### src/rtl/bus_initiator.sv
// rtl/bus_initiator.sv - head-end master of the daisy-chained 16-bit register bus
//
// Turns one host request into a single bus beat at the chain head. It then waits
// for the matching beat at the chain tail and reports read data or a write ack.
// Optional watchdog: define BUS_TIMEOUT_EN to abandon a request after
// TIMEOUT_CYCLES cycles in WAIT without a matching return beat.
//
// Ports:
//   clk, rst                      clock, asynchronous active-high reset
//   req_addr_i/wdata_i/rw_i       host request fields (rw 1=write, 0=read)
//   req_valid_i, req_ready_o      host request handshake
//   resp_rdata_o/rw_o/valid_o     completion (rdata 0 for writes and timeouts)
//   resp_timeout_o                completion was a watchdog timeout
//   addr_o/wdata_o/rdata_o/rw_o/valid_o   beat driven to chain head
//   addr_i/wdata_i/rdata_i/rw_i/valid_i   beat returning from chain tail
module bus_initiator #(
    parameter int TIMEOUT_CYCLES = 1024
) (
    input  logic        clk,
    input  logic        rst,
    input  logic [15:0] req_addr_i,
    input  logic [15:0] req_wdata_i,
    input  logic        req_rw_i,
    input  logic        req_valid_i,
    output logic        req_ready_o,
    output logic [15:0] resp_rdata_o,
    output logic        resp_rw_o,
    output logic        resp_valid_o,
    output logic        resp_timeout_o,
    output logic [15:0] addr_o,
    output logic [15:0] wdata_o,
    output logic [15:0] rdata_o,
    output logic        rw_o,
    output logic        valid_o,
    input  logic [15:0] addr_i,
    input  logic [15:0] wdata_i,
    input  logic [15:0] rdata_i,
    input  logic        rw_i,
    input  logic        valid_i
);

    typedef enum logic {S_IDLE, S_WAIT} state_t;

    state_t      r_state, w_state_nxt;
    logic        r_ready, w_ready_nxt;
    logic [15:0] r_resp_rdata, w_resp_rdata_nxt;
    logic        r_resp_rw, w_resp_rw_nxt;
    logic        r_resp_valid, w_resp_valid_nxt;
    logic        r_resp_timeout, w_resp_timeout_nxt;
    logic [15:0] r_addr, w_addr_nxt;
    logic [15:0] r_wdata, w_wdata_nxt;
    logic [15:0] r_rdata, w_rdata_nxt;
    logic        r_rw, w_rw_nxt;
    logic        r_valid, w_valid_nxt;

    logic        w_match;
    logic        w_expire;
    logic        w_unused;

    // The bus outputs keep the last beat, so they double as the latched request.
    assign w_match = (r_state == S_WAIT) && valid_i && (addr_i == r_addr) && (rw_i == r_rw);

    // The tail copy of the write data is of no use to the initiator.
    assign w_unused = (^wdata_i) ^ (TIMEOUT_CYCLES > 0);

`ifdef BUS_TIMEOUT_EN
    localparam int CNT_W = $clog2(TIMEOUT_CYCLES + 1);
    logic [CNT_W-1:0] r_cnt;

    // The counter holds the number of unmatched WAIT cycles already spent.
    // The request expires on the edge that would otherwise be the last one
    // of a TIMEOUT_CYCLES-long WAIT.
    assign w_expire = (r_state == S_WAIT) && !w_match && (r_cnt == CNT_W'(TIMEOUT_CYCLES - 1));

    always_ff @(posedge clk or posedge rst) begin
        if (rst) begin
            r_cnt <= '0;
        end else if (r_state == S_IDLE) begin
            r_cnt <= '0;
        end else if (!w_match) begin
            r_cnt <= r_cnt + CNT_W'(1);
        end
    end
`else
    assign w_expire = 1'b0;
`endif

    always_comb begin
        w_state_nxt        = r_state;
        w_resp_rdata_nxt   = r_resp_rdata;
        w_resp_rw_nxt      = r_resp_rw;
        w_resp_valid_nxt   = 1'b0;
        w_resp_timeout_nxt = 1'b0;
        w_addr_nxt         = r_addr;
        w_wdata_nxt        = r_wdata;
        w_rdata_nxt        = r_rdata;
        w_rw_nxt           = r_rw;
        w_valid_nxt        = 1'b0;
        case (r_state)
            S_IDLE: begin
                if (req_valid_i) begin
                    w_addr_nxt  = req_addr_i;
                    w_wdata_nxt = req_wdata_i;
                    w_rw_nxt    = req_rw_i;
                    w_rdata_nxt = 16'h0000;
                    w_valid_nxt = 1'b1;
                    w_state_nxt = S_WAIT;
                end
            end
            S_WAIT: begin
                if (w_match) begin
                    w_resp_valid_nxt = 1'b1;
                    w_resp_rw_nxt    = r_rw;
                    w_resp_rdata_nxt = r_rw ? 16'h0000 : rdata_i;
                    w_state_nxt      = S_IDLE;
                end else if (w_expire) begin
                    w_resp_valid_nxt   = 1'b1;
                    w_resp_timeout_nxt = 1'b1;
                    w_resp_rw_nxt      = r_rw;
                    w_resp_rdata_nxt   = 16'h0000;
                    w_state_nxt        = S_IDLE;
                end
            end
            default: w_state_nxt = S_IDLE;
        endcase
        // Ready rises together with the completion strobe.
        w_ready_nxt = (w_state_nxt == S_IDLE);
    end

    always_ff @(posedge clk or posedge rst) begin
        if (rst) begin
            r_state        <= S_IDLE;
            r_ready        <= 1'b1;
            r_resp_rdata   <= 16'h0000;
            r_resp_rw      <= 1'b0;
            r_resp_valid   <= 1'b0;
            r_resp_timeout <= 1'b0;
            r_addr         <= 16'h0000;
            r_wdata        <= 16'h0000;
            r_rdata        <= 16'h0000;
            r_rw           <= 1'b0;
            r_valid        <= 1'b0;
        end else begin
            r_state        <= w_state_nxt;
            r_ready        <= w_ready_nxt;
            r_resp_rdata   <= w_resp_rdata_nxt;
            r_resp_rw      <= w_resp_rw_nxt;
            r_resp_valid   <= w_resp_valid_nxt;
            r_resp_timeout <= w_resp_timeout_nxt;
            r_addr         <= w_addr_nxt;
            r_wdata        <= w_wdata_nxt;
            r_rdata        <= w_rdata_nxt;
            r_rw           <= w_rw_nxt;
            r_valid        <= w_valid_nxt;
        end
    end

    assign req_ready_o    = r_ready;
    assign resp_rdata_o   = r_resp_rdata;
    assign resp_rw_o      = r_resp_rw;
    assign resp_valid_o   = r_resp_valid;
    assign resp_timeout_o = r_resp_timeout;
    assign addr_o         = r_addr;
    assign wdata_o        = r_wdata;
    assign rdata_o        = r_rdata;
    assign rw_o           = r_rw;
    assign valid_o        = r_valid;

endmodule

### config.mk
export PLATFORM = sky130hd
export DESIGN_NAME = bus_initiator
export DESIGN_NICKNAME = d
export VERILOG_FILES = /design/src/rtl/bus_initiator.sv
export SDC_FILE = /design/constraint.sdc
export NUM_CORES = 1
export LEC_CHECK = 0
export ABC_AREA = 0
export BUFFER_PORTS_ARGS = -buffer_cell sky130_fd_sc_hd__clkbuf_2
export CAP_MARGIN = 20
export CELL_PAD_IN_SITES_DETAIL_PLACEMENT = 0
export CELL_PAD_IN_SITES_GLOBAL_PLACEMENT = 2
export CORE_MARGIN = 1
export CORE_UTILIZATION = 25
export CTS_CLUSTER_DIAMETER = 40
export CTS_CLUSTER_SIZE = 28
export DETAILED_ROUTE_END_ITERATION = 16
export GPL_TIMING_DRIVEN = 0
export PLACE_DENSITY = 0.84
export SLEW_MARGIN = 0
export SYNTH_ARGS = -nofsm -noshare
export SYNTH_HDL_FRONTEND = slang
export SYNTH_SLANG_ARGS = --single-unit
### constraint.sdc
create_clock -name clk -period 3 [get_ports clk]
set_clock_uncertainty 0.2 [all_clocks]
set_input_delay 0.9 -clock clk [delete_from_list [all_inputs] [get_ports clk]]
set_output_delay 0.9 -clock clk [all_outputs]
set_load 0.02 [all_outputs]
== Yosys cells after proc, flatten, opt, wreduce, memory -nomap -nowiden ==
Index checks and enable logic that the tools add are counted.
Operators by class
  reduce and logical (&&, ||, !) cells: 5
  multiplexer cells: 7
  bitwise gates (word level): 2
  eq/ne operators: 2
  shift operators: 0
  divide/modulo/power cells: 0
  add/sub/neg operators: 0
  multiply operators: 0
  order comparisons: 0
Operator list (count)
  16-bit == test: 1
  16-bit 2-to-1 mux: 1
  1-bit 2-to-1 mux: 5
  2-bit AND reduction: 2
  1-bit logical AND: 3
  1-bit NOT: 2
  1-bit one-hot mux with 2 select lines: 1
  1-bit == test: 1
Word-level totals
  input port bits: 86
  memory bits (writable): 0
  memory bits (read-only): 0
  memories: 0
  bits in latches: 0
  output and inout bits: 70
  register bits: 54
  logic and storage cells: 25

== Depth between registers and ports, before layout ==
  depth in word-level cells: 6
  mapped depth: 6
  gate-level depth less buffers: 5

== Least setup slack after synthesis ==
Ideal clock, no wire load.
  path type: input port to flip-flop
  start point: in addr_i[11]
  end point: reg r_resp_rdata[0], in the netlist resp_rdata_o[0]
  arrival: 2502 ps
  stages: 6
  buffers on the path: 1
  setup time: 125 ps
  required time: 2675 ps
  path slack: 174 ps
  cell sequence: xor2_1 -> nor4_1 -> nand4b_1 -> nor4_4 -> buf_6 -> mux2_2
On the way
  cells in the longest elaborated chain, start to end: 4
RTL lines
  start, declared: line 35  | input logic [15:0] addr_i,
  16-bit == test: line 61  | assign w_match = (r_state == S_WAIT) && valid_i && (addr_i == r_addr) && (rw_i == r_rw);
  1-bit logical AND (2 in series): line 61
  2-bit AND reduction (no line)
  end signal, assigned: line 146  | r_resp_rdata <= w_resp_rdata_nxt;
  end, declared: line 46  | logic [15:0] r_resp_rdata, w_resp_rdata_nxt;
No other way between the ends.
A chain may end at the register's enable or synchronous reset.

== Worst setup path after layout ==
  start point: in addr_i[15]
  end point: reg r_resp_rdata[1], in the netlist resp_rdata_o[1]
Same word-level chain as after synthesis.

==> impl_metrics.py <==
metrics = {
    "floorplan": {
        "core_um2": 9370,
        "rows": 35,
        "initial_core_util_pct": 26.2,
        "die_area_um2": 10200,
        "dieHeight_um": 101,
        "ios": 156,
        "die-width_um": 101,
    },
    "placed_design": {
        "gp_congestion": 0.631,
        "pre_cts_ws_ns": -0.286,
        "numPortBuffers": 122,
        "dp_hpwl_mm": 4.50,
    },
    "hold_path": {
        "worstHoldPathType": "flip-flop to flip-flop",
    },
    "power": {
        "p_leak_nw": 1.83,
        "total_power_mw": 1.76,
        "power_density_nw_per_um2": 507,
        "irDropWorstVdd_mv": 0.262,
    },
    "global_routing": {
        "grt_max_degree": 29,
        "first_global_vias": 1819,
        "grt_use_total_pct": 10.9,
        "gr-usage-met2_pct": 18.5,
        "grt_pass1_wl_mm": 8.60,
        "antenna_found_initial": 0,
        "busiest_layer": "met2",
        "met1_usage_pct": 13.1,
        "met3_usage_pct": 3.88,
        "grt.overflow.total": 0,
    },
    "finish": {
        "areaGrowthSynthToFinish_pct": 41.3,
        "drive_above_1_share_pct": 62.0,
        "multiInputGateArea_um2": 997,
        "fillCellCount": 967,
        "antenna_cells": 0,
        "utilization_pct": 37.0,
        "regArea_um2": 1350,
        "nets": 414,
    },
    "cts": {
        "clock_path_buffers": 2,
        "cts.sinks": 54,
        "clock-root-buffer": "clkbuf_8",
        "htreeDepth": 2,
        "cts_buffers": 5,
        "clk_pin_slew_ns": 0.10,
        "cts_hold_buf": 0,
        "cts_tree": "built",
        "clk_latency_ns": 0.30,
    },
    "setup_path": {
        "cp.required_ns": 3.00,
        "rr_endpoint": "resp_rdata_o[1]",
        "critical_path.startpoint_type": "primary input",
        "worstSetupStartpoint": "addr_i[15]",
        "cp_max_fo": 10,
        "r2r_cells": 6,
        "r2r_slack_ns": 0.29,
        "endpoint_kind": "flip-flop",
        "cp-endpoint": "resp_rdata_o[1]",
        "cp.arrival_ns": 2.83,
        "regToRegStartpoint": "rw_o",
        "worstSetupPathType": "primary input to flip-flop",
    },
    "timing": {
        "fin_ws_ns": 0.168,
        "rsz0062_at_grt": "false",
        "period_needed_ns": 2.83,
        "slew_headroom_pct": 46.8,
        "hold_ws_ns": 0.312,
        "fmax_mhz": 353,
        "setup-violations-final": 0,
        "finalCritPeriodShare_pct": 94.4,
        "finalHoldViolCount": 0,
        "worst_pin_slew_ns": 0.792,
        "slew_viol_final": 0,
    },
    "route": {
        "drc_errors": 0,
        "wl_per_cell_um": 12.3,
        "ant_nets": 0,
        "drt_wl_total_mm": 5.66,
        "avgViaCountPerCell": 3.95,
        "via_count": 1810,
        "drt_iter0_drc": 10,
        "dr.pass1.iters": 2,
    },
    "synth": {
        "ys_seq_area_share_pct": 55.1,
        "synth_area_per_cell_um2": 13.6,
        "yosysWarnings": 0,
        "synth_area_um2": 2450,
        "synth_seq_cells": 54,
        "syn_inst": 181,
        "synthTopCellsByArea": "dfrtp_1, mux2_2, buf_4",
        "synth_top_cell_by_area": "dfrtp_1",
        "synth_top_area_share_pct": 54.0,
        "yosysUniqueCellTypes": 21,
    },
    "flow_run": {
        "drv_cap": 0,
    },
    "status": {
        "status": "completed",
    },
}
layer usage:
metal / wire [um] / up-vias / share of wire (%)
li1: - / 874 / -
met1: 2370 / 844 / 42
met2: 2730 / 85 / 48
met3: 507 / 7 / 9.0
met4: 51 / 0 / 0.90
met5: 0 / - / 0
cells in the mapped netlist:
cell,number
nor2_1,3
xor2_1,13
nand3_1,1
xnor2_1,4
dfrtp_1,53
nor4_4,1
or2_2,1
buf_6,1
clkbuf_1,3
buf_4,17
nand4bb_1,1
nand4b_1,1
nor2b_1,17
nand4_1,1
nor4_1,6
inv_1,1
buf_1,3
dfstp_2,1
nand2_1,2
conb_1,1
mux2_2,50
area by class of cell:
cell class                      instances  area share (%)
Buffer                                 24            4.65
Clock buffer                            6            2.38
Clock inverter                          2            1.73
Inverter                                1           0.108
Multi-Input combinational cell        118            28.7
Sequential cell                        54            39.0
Tap cell                              129            4.65
Timing Repair Buffer                  124            18.8
worst max-delay path, cell delays in order:
cell	delay [ns]
clkbuf_2	0.09
xor2_1	0.15
nor4_1	0.29
nand4b_1	0.19
nor4_4	0.62
buf_6	0.24
mux2_2	0.34
flip-flops by register name, indices dropped and copies added (netlist names):
signal and flops:
addr_o 16, r_state 1, req_ready_o 1, resp_rdata_o 16
resp_rw_o 1, resp_valid_o 1, rw_o 1, valid_o 1
wdata_o 16
stage by stage:
| stage | TNS (ns) | area (um2) | instances |
|---|---|---|---|
| after CTS | 0 | 3470 | 458 |
| after global placement | -16.21 | 3290 | 448 |
| after floorplan | 0 | 2510 | 197 |
| after detailed placement | -3.22 | 3330 | 450 |
| after global routing | 0 | 3470 | 458 |
| final | 0 | 3470 | 458 |
report_power, final:
part / switching, mW / internal (mW) / total [mW]
clock network: 0.239 / 0.356 / 0.594
registers: 0.0356 / 0.779 / 0.815
logic: 0.194 / 0.155 / 0.349
worst min path at each step:
stage / from / end / slack, ns / cells after the start
final: resp_rdata_o[11] / resp_rdata_o[11] / 0.31 / 1
after global routing: resp_rdata_o[8] / resp_rdata_o[8] / 0.33 / 1
after CTS: wdata_o[15] / wdata_o[15] / 0.32 / 1
after detailed placement: wdata_o[5] / wdata_o[5] / 0.30 / 1
after global placement: wdata_o[12] / wdata_o[12] / 0.29 / 1
after floorplan: r_state / r_state / 0.29 / 2
cells in the final DEF (no fill, tap or decap), types with 2 or more instances in the layout:
cell,instances
buf_4,17
clkbuf_1,3
nand2_1,2
clkbuf_8,6
xor2_1,13
conb_1,17
xnor2_1,4
dfrtp_1,53
nor2_1,3
buf_1,3
nor4_1,6
nor2b_1,17
bufinv_16,2
mux2_2,50
buf_12,2
clkbuf_2,122
logic make-up (layout without fill, tap and decap cells):
kind of cell	after synthesis	after routing	synth area share, %
multiplexers	50	50	22.9
buffers and inverters	25	157	6.73
other	1	17	0.153
flip-flops	54	54	55.1
AND/OR/NAND/NOR	34	34	9.02
XOR/XNOR	17	17	6.07
repair_timing:
item / 4_1_cts / 5_1_grt
endpoints found under the setup margin: 0 / 8
endpoints found under the hold margin: 0 / 0
resized for setup: 0 / 0
setup buffers: 0 / 0
No activity file was read; power rests on OpenSTA's default activity.
